===== config.mk =====
export PLATFORM = sky130hd
export DESIGN_NAME = op_issue_queue_flat
export DESIGN_NICKNAME = d
export VERILOG_FILES = /design/src/rtl/op_pkg.sv /design/src/rtl/op_issue_queue_if.sv /design/src/rtl/op_fifo.sv /design/src/rtl/op_issue_queue.sv /design/src/flat_wrapper.sv
export SDC_FILE = /design/constraint.sdc
export NUM_CORES = 1
export LEC_CHECK = 0
export CORE_UTILIZATION = 55
export DETAILED_ROUTE_END_ITERATION = 16
export PLACE_DENSITY = 0.75
export SETUP_SLACK_MARGIN = 0.3
export SLEW_MARGIN = 20
export SYNTH_ARGS = -nofsm -noshare
export SYNTH_HDL_FRONTEND = slang
export SYNTH_SLANG_ARGS = --single-unit

===== constraint.sdc =====
create_clock -name clk -period 2.5 [get_ports clk]
set_input_delay 0.375 -clock clk [delete_from_list [all_inputs] [get_ports clk]]
set_output_delay 0.375 -clock clk [all_outputs]
set_load 0.01 [all_outputs]

===== src/rtl/op_pkg.sv =====
// Shared types for the operand issue queue.
// One bundle carries the mux select, ALU select and both operands.
package op_pkg;
  localparam int W = 8;
  localparam int OP_W = 2 + 2 * W;

  typedef struct packed {
    logic         x;
    logic         sel;
    logic [W-1:0] a;
    logic [W-1:0] b;
  } op_t;
endpackage


===== src/rtl/op_issue_queue_if.sv =====
// Producer-side and issue-side handshakes of the operand issue queue.
// The master drives bundles and consumes results; the slave is the queue.
interface op_issue_queue_if
  import op_pkg::*;
#(
  parameter int DEPTH = 4
);
  localparam int CW = $clog2(DEPTH + 1);

  logic          flush;
  logic          in_valid;
  logic          in_ready;
  logic          in_x;
  logic          in_sel;
  logic [W-1:0]  in_a;
  logic [W-1:0]  in_b;
  logic          iss_valid;
  logic          iss_ready;
  logic          x;
  logic          sel;
  logic [W-1:0]  a;
  logic [W-1:0]  b;
  logic [CW-1:0] count;
  logic          drop;

  modport master (
    output flush, in_valid, in_x, in_sel, in_a, in_b, iss_ready,
    input  in_ready, iss_valid, x, sel, a, b, count, drop
  );

  modport slave (
    input  flush, in_valid, in_x, in_sel, in_a, in_b, iss_ready,
    output in_ready, iss_valid, x, sel, a, b, count, drop
  );
endinterface


===== src/rtl/op_fifo.sv =====
// Circular bundle buffer with occupancy count and flush.
// Storage is not reset; only pointers and count are.
module op_fifo
  import op_pkg::*;
#(
  parameter int DEPTH = 4,
  localparam int PW = $clog2(DEPTH),
  localparam int CW = $clog2(DEPTH + 1)
) (
  input  logic          clk,
  input  logic          rst_n,
  input  logic          flush,
  input  logic          push,
  input  op_t           wdata,
  input  logic          pop,
  output op_t           rdata,
  output logic          full,
  output logic          empty,
  output logic [CW-1:0] count
);
  op_t           mem [DEPTH];
  logic [PW-1:0] wr_ptr;
  logic [PW-1:0] rd_ptr;
  logic          do_push;
  logic          do_pop;

  assign full    = (count == CW'(DEPTH));
  assign empty   = (count == '0);
  assign do_push = push && !full;
  assign do_pop  = pop && !empty;
  assign rdata   = mem[rd_ptr];

  always_ff @(posedge clk) begin
    if (!rst_n) begin
      wr_ptr <= '0;
      rd_ptr <= '0;
      count  <= '0;
    end else if (flush) begin
      wr_ptr <= '0;
      rd_ptr <= '0;
      count  <= '0;
    end else begin
      if (do_push) wr_ptr <= wr_ptr + 1'b1;
      if (do_pop)  rd_ptr <= rd_ptr + 1'b1;
      if (do_push && !do_pop)
        count <= count + 1'b1;
      else if (do_pop && !do_push)
        count <= count - 1'b1;
    end
  end

  always_ff @(posedge clk) begin
    if (rst_n && !flush && do_push)
      mem[wr_ptr] <= wdata;
  end
endmodule


===== src/rtl/op_issue_queue.sv =====
// Operand staging FIFO plus a stable issue register feeding the mux-ALU.
// No bypass: every bundle spends at least one cycle in the FIFO.
module op_issue_queue
  import op_pkg::*;
#(
  parameter int DEPTH = 4
) (
  input logic              clk,
  input logic              rst_n,
  op_issue_queue_if.slave  bus
);
  op_t  head;
  op_t  in_op;
  op_t  iss_q;
  logic full;
  logic empty;
  logic load;
  logic iss_valid_q;
  logic drop_q;

  assign in_op = '{x: bus.in_x, sel: bus.in_sel, a: bus.in_a, b: bus.in_b};
  assign load  = !empty && (!iss_valid_q || bus.iss_ready);

  op_fifo #(.DEPTH(DEPTH)) u_fifo (
    .clk   (clk),
    .rst_n (rst_n),
    .flush (bus.flush),
    .push  (bus.in_valid),
    .wdata (in_op),
    .pop   (load),
    .rdata (head),
    .full  (full),
    .empty (empty),
    .count (bus.count)
  );

  always_ff @(posedge clk) begin
    if (!rst_n) begin
      iss_valid_q <= 1'b0;
      iss_q       <= '0;
      drop_q      <= 1'b0;
    end else begin
      // drop survives flush; only reset clears it
      if (bus.in_valid && full) drop_q <= 1'b1;
      if (bus.flush) begin
        iss_valid_q <= 1'b0;
      end else if (load) begin
        iss_q       <= head;
        iss_valid_q <= 1'b1;
      end else if (bus.iss_ready) begin
        iss_valid_q <= 1'b0;
      end
    end
  end

  assign bus.in_ready  = !full;
  assign bus.iss_valid = iss_valid_q;
  assign bus.x         = iss_q.x;
  assign bus.sel       = iss_q.sel;
  assign bus.a         = iss_q.a;
  assign bus.b         = iss_q.b;
  assign bus.drop      = drop_q;
endmodule


===== src/flat_wrapper.sv =====
// flat-port wrapper written by rule: the top's interface ports become plain ports
module op_issue_queue_flat import op_pkg::*;
#(
  parameter int DEPTH = 4
)
  (clk, rst_n, bus_flush, bus_in_valid, bus_in_x, bus_in_sel, bus_in_a, bus_in_b, bus_iss_ready, bus_in_ready, bus_iss_valid, bus_x, bus_sel, bus_a, bus_b, bus_count, bus_drop);
  op_issue_queue_if #(.DEPTH(DEPTH)) bus_i ();
  input logic clk;
  input logic rst_n;
  input wire logic [$bits(bus_i.flush)-1:0] bus_flush;
  input wire logic [$bits(bus_i.in_valid)-1:0] bus_in_valid;
  input wire logic [$bits(bus_i.in_x)-1:0] bus_in_x;
  input wire logic [$bits(bus_i.in_sel)-1:0] bus_in_sel;
  input wire logic [$bits(bus_i.in_a)-1:0] bus_in_a;
  input wire logic [$bits(bus_i.in_b)-1:0] bus_in_b;
  input wire logic [$bits(bus_i.iss_ready)-1:0] bus_iss_ready;
  output wire logic [$bits(bus_i.in_ready)-1:0] bus_in_ready;
  output wire logic [$bits(bus_i.iss_valid)-1:0] bus_iss_valid;
  output wire logic [$bits(bus_i.x)-1:0] bus_x;
  output wire logic [$bits(bus_i.sel)-1:0] bus_sel;
  output wire logic [$bits(bus_i.a)-1:0] bus_a;
  output wire logic [$bits(bus_i.b)-1:0] bus_b;
  output wire logic [$bits(bus_i.count)-1:0] bus_count;
  output wire logic [$bits(bus_i.drop)-1:0] bus_drop;
  assign bus_i.flush = bus_flush;
  assign bus_i.in_valid = bus_in_valid;
  assign bus_i.in_x = bus_in_x;
  assign bus_i.in_sel = bus_in_sel;
  assign bus_i.in_a = bus_in_a;
  assign bus_i.in_b = bus_in_b;
  assign bus_i.iss_ready = bus_iss_ready;
  assign bus_in_ready = bus_i.in_ready;
  assign bus_iss_valid = bus_i.iss_valid;
  assign bus_x = bus_i.x;
  assign bus_sel = bus_i.sel;
  assign bus_a = bus_i.a;
  assign bus_b = bus_i.b;
  assign bus_count = bus_i.count;
  assign bus_drop = bus_i.drop;
  op_issue_queue #(.DEPTH(DEPTH)) u_core (.clk(clk), .rst_n(rst_n), .bus(bus_i));
endmodule

# Word-level counts from Yosys, hierarchy flattened
# Memories as Yosys holds them, arrays and structs flattened. A register that Yosys moved wholly into a read port is not among the register bits.
# Cells that the tools add are included.
# word_totals
regBits,9
mem_bits_rw,72
in_bits,23
output_inout_bits,24
elab_cells,40
mem_count,1
# classes
addsub,4
n_eq_ne,1
muxes,6
n_bitwise,2
reduce_logical,21
# memory_table
memory,depth,width,read_ports,rd_clocked_by_memory_dff,wr,line_no,source
u_core.u_fifo.mem,4,18,1,1,1,op_fifo.sv:21,op_t mem [DEPTH];
# ops
operator,n
logical AND 1 bit,8
logical NOT 1 bit,7
two-way mux 3 bit,2
"adder 2 x 1 -> 2 bit, second input constant",2
two-way mux 1 bit,4
nonzero test 2 bit,2
"adder 3 x 1 -> 3 bit, second input constant",1
"equality test 3 bit, second input constant",1
logical NOT 3 bit,1
"subtractor 3 x 1 -> 3 bit, second input constant",1
inverter 1 bit,2
AND reduction 2 bit,1
OR reduction 2 bit,1
logical OR 1 bit,1

# Longest topological paths before layout
# depth
ltp_word,7
mapped_depth,9
depth_no_buf,8

# Cells and area by module
# Synthesis repeated with hierarchy kept, for this count alone.
# hier_totals
hier_cells,231
area_unflattened_um2,3918.8
# by_module_without_submodules
module,instances,cells_each,area_per_inst_um2,seq_area_each_um2
op_fifo,1,143,3096.7,2342.2
op_issue_queue,1,88,822.0,400.4

# Worst setup path before layout
# OpenSTA, ideal clock, no wires.
# synth_path
path_kind,register -> register
from,register u_core.u_fifo.count[0]
to,register u_core.u_fifo.count[2]
setup_ns,0.070
arrival_ns,2.009
required_time_ns,2.430
setup_slack_ns,0.420
stages_incl_launch_ff,9
n_path_buf,0
period_less_slack_ns,2.080
cell_sequence,dfxtp_1 -> nor3_4 -> or2_2 -> ha_1 -> inv_1 -> fa_1 -> xor2_1 -> or3_1 -> a21oi_1
# synth_between
elab_chain_len,7
elab_cells_between_ends,16
classes_between,2 x add/sub; 1 x eq/ne; 2 x mux; 11 x reduce/logical
# synth_lines
element,line_no,source
from (decl),op_fifo.sv:19,output logic [CW-1:0] count
from (signal assigned),op_fifo.sv:46,count <= count + 1'b1;
from (signal assigned),op_fifo.sv:48,count <= count - 1'b1;
branches (longest 7 deep; another with subtractor 3 x 1 -> 3 bit),n/a,
# Several ways; the timed one is not identified. The select of a mux whose other input is x is not followed.
# A chain may end at the register's enable or synchronous reset.

# Final worst setup path
# layout_path
from,register u_core.u_fifo.count[2]
to,register u_core.u_fifo.count[2]
# layout_between
elab_cells_between_ends,16
classes_between,2 x add/sub; 1 x eq/ne; 2 x mux; 11 x reduce/logical
# layout_rtl
element,line_no,source
equality test 3 bit *,op_fifo.sv:27,assign full = (count == CW'(DEPTH));
logical NOT 1 bit *,op_fifo.sv:29,assign do_push = push && !full;
logical AND 1 bit *,op_fifo.sv:29,
net u_core.u_fifo.do_push,op_fifo.sv:24,logic do_push;
logical NOT 1 bit,op_fifo.sv:47,else if (do_pop && !do_push)
logical AND 1 bit,op_fifo.sv:47,
nonzero test 2 bit (no line),n/a,
# The timed path passes the listed nets; every way through them passes the cells marked *. The select of a mux whose other input is x is not followed.

==> run_results.csv <==
group,metric,value,unit
status,status,"finished with violations",
status,violations,"DRC",
routing,vias,2066,
floorplan,dieArea,7220,um2
floorplan,die_x,85.0,um
sta,clock_skew,7.84,ps
sta,max-slew-margin-rel,32.2,%
routing,dr.first_iter.drc_count,92,
final_layout,nets,308,
clock_network,cts_max_level,3,
synthesis,ys_seq_area_share,71.4,%
floorplan,io_pins,47,
final_layout,fin_util,71.7,%
flow_run,maxCapViolCount,0,
power_and_ir_drop,power_density,906,nW/um2
worst_setup_path,crit_required,2780,ps
worst_setup_path,start_kind,"flop",
global_route,grt_max_degree,21,
sta,tightest_slew,1020,ps
synthesis,synth_seq_cells,99,
placed_design,dp.cells,343,
placed_design,hpwl,4240,um
routing,antenna_left,0,
floorplan,initial_core_util,58.3,%
synthesis,synth_cells,212,
global_route,antenna_found_initial,0,
routing,dr.pass1.iters,15,
min_path,min_path_type,"in -> reg",
floorplan,die_h,85.0,um
sta,setup_viol,0,
floorplan,core,6490,um2
clock_network,cts_tree,"yes",
power_and_ir_drop,leakage,1.54,nW
clock_network,cts_buffers,9,
routing,wl_per_cell,18.1,um
sta,period_minus_slack,2070,ps
routing,drc_errors,2,
synthesis,syn_area,3790,um2
power_and_ir_drop,vdd_drop_max,453,uV
clock_network,holdBufCountCts,0,
worst_setup_path,worst_ep_arrival_time,2350,ps
final_layout,nFillCells,428,
worst_setup_path,crit_type,"reg -> reg",
sta,fmax,483,MHz
global_route,grt_util_all_layers,20.2,%
placed_design,routabilityCongestion,0.781,
sta,fin_crit_sh,82.8,%
global_route,grt_pass1_vias,2089,
global_route,grt.overflow.total,0,
final_layout,layout-drive-gt1-share,22.5,%
synthesis,syn_nets,241,
placed_design,io_buffers,46,
routing,routed_wl,6520,um
final_layout,antenna_cells,0,
synthesis,avgSynthCellArea,17.9,um2
placed_design,placed_cell_area,4410,um2
final_layout,layout_commonest_cell,"edfxtp_1",
final_layout,syn_to_final_growth,23.0,%
clock_network,clk_path_buf_depth,2,
floorplan,rows,29,
clock_network,clock_latency,340,ps
clock_network,path_clk_slew,90,ps
synthesis,synth_cell_type_count,35,
min_path,min_from,"bus_in_valid",
worst_setup_path,critPathMaxFanout,6,
synthesis,yosysWarnings,0,
sta,slew_viol_final,0,
clock_network,clock_sinks,99,
worst_setup_path,r2r_start,"u_core.u_fifo.count[2]",
final_layout,layout.cells.non_filler,361,
final_layout,final_cell_mix,"72 x edfxtp_1, 45 x clkdlybuf4s50_1, 24 x dfxtp_1",
routing,routed_via_density,5.72,
sta,grt_setup_unrepaired,"false",
clock_network,cts_root_buf,"clkbuf_8",
final_layout,final_cell_area,4660,um2
global_route,grt_pass1_wl,10600,um
sta,fin_tns_setup,0,ps
sta,finalHoldViolCount,0,
worst_setup_path,end_kind,"flop",
worst_setup_path,startpoint,"u_core.u_fifo.count[2]",
report_power, final:
group | switching, mW | internal (mW)
Sequential | 0.104 | 1.92
Clock | 0.542 | 0.500
Combinational | 0.496 | 0.654
metrics by stage:
| step | setup WS [ps] | hold WS [ps] | power, mW |
|---|---|---|---|
| after global routing | 286 | 393 | 4.43 |
| after CTS | 327 | 463 | 4.21 |
| final | 430 | 396 | 4.22 |
| after floorplan | 420 | 474 | 2.69 |
| after detailed placement | 43.3 | 451 | 3.16 |
| after global placement | 142 | 445 | 3.13 |
routing by layer:
| layer | track usage [%] | vias to the layer above | share of wire [%] |
|---|---|---|---|
| met3 | 4.57 | 10 | 6.8 |
| li1 | - | 957 | - |
| met2 | 33.9 | 70 | 52 |
| met5 | 0 | - | 0 |
| met4 | 7.86 | 0 | 1.3 |
| met1 | 25.8 | 1029 | 40 |
synthesized netlist by cell type (all sizes together):
| library cell | n | area share (%) |
|---|---|---|
| nor2b | 2 | 0.53 |
| or4 | 1 | 0.20 |
| or2 | 1 | 0.17 |
| xor2 | 2 | 0.46 |
| nand2 | 18 | 1.8 |
| nor3 | 3 | 0.83 |
| edfxtp | 72 | 57 |
| buf | 6 | 1.4 |
| nor3b | 1 | 0.20 |
| o21ai | 4 | 0.53 |
| or3 | 2 | 0.36 |
| fa | 1 | 0.53 |
| dfxtp | 27 | 14 |
| clkbuf | 4 | 0.40 |
| nor4b | 1 | 0.63 |
| and2 | 4 | 0.66 |
| inv | 6 | 0.59 |
| a21oi | 6 | 0.79 |
| nand3 | 2 | 0.26 |
| nor2 | 4 | 0.40 |
| mux4 | 18 | 11 |
| nand2b | 1 | 0.17 |
| o31ai | 1 | 0.20 |
| o2bb2ai | 18 | 4.2 |
| mux2i | 1 | 0.26 |
| ha | 5 | 1.7 |
| and2b | 1 | 0.23 |
path summary, 6_finish.rpt:
kind,slack (ps),cells past startpoint,to
max,430,9,u_core.u_fifo.count[2]
max reg2reg,430,9,u_core.u_fifo.count[2]
min reg2reg,460,2,u_core.bus.a[3]
min,400,3,u_core.u_fifo.wr_ptr[1]
critical path, stage by stage (launching register included):
cell and delay [ps]:
dfxtp_4 370, nor3b_1 140, buf_4 150, nor2_1 100
ha_2 190, inv_1 50, fa_2 330, xor2_1 150
or3_4 390, a21oi_2 140
registers in the layout, indices dropped and copies added (netlist names):
register	flops
u_core.bus.x	1
u_core.u_fifo.count	3
u_core.bus.a	8
u_core.bus.sel	1
u_core.bus.b	8
u_core.u_fifo.rd_ptr	2
u_core.u_fifo.wr_ptr	2
u_core.bus.iss_valid	1
u_core.u_fifo.mem	72
u_core.bus.drop	1
what timing repair did:
item                                    4_1_cts  5_1_grt
gates resized for setup                       0        9
endpoints found under the setup margin        1        2
buffers inserted                              1        1
pin swaps                                     1        2
cloned                                        0        0
cell type report:
class                   count  area [um2]  area share (%)
clock buffers              10         138            2.96
clock inverters             6        72.6            1.56
inverters                   6        22.5           0.484
multi-input cells          97        1010            21.6
flip-flops and latches     99        2710            58.2
well taps                  77        96.3            2.07
repair buffers             66         613            13.2
kinds of logic after synthesis:
| family | count (synthesis) | share of synthesized area, % |
|---|---|---|
| multiplexers | 19 | 11.5 |
| flip-flops | 99 | 71.4 |
| AND/OR/NAND/NOR | 41 | 6.41 |
| buffers and inverters | 16 | 2.41 |
| AO/OA/AOI/OAI | 29 | 5.68 |
| adder cells (fa/ha/maj) | 6 | 2.18 |
| XOR/XNOR | 2 | 0.463 |
Note: power is estimated with default switching activity, not from simulation.
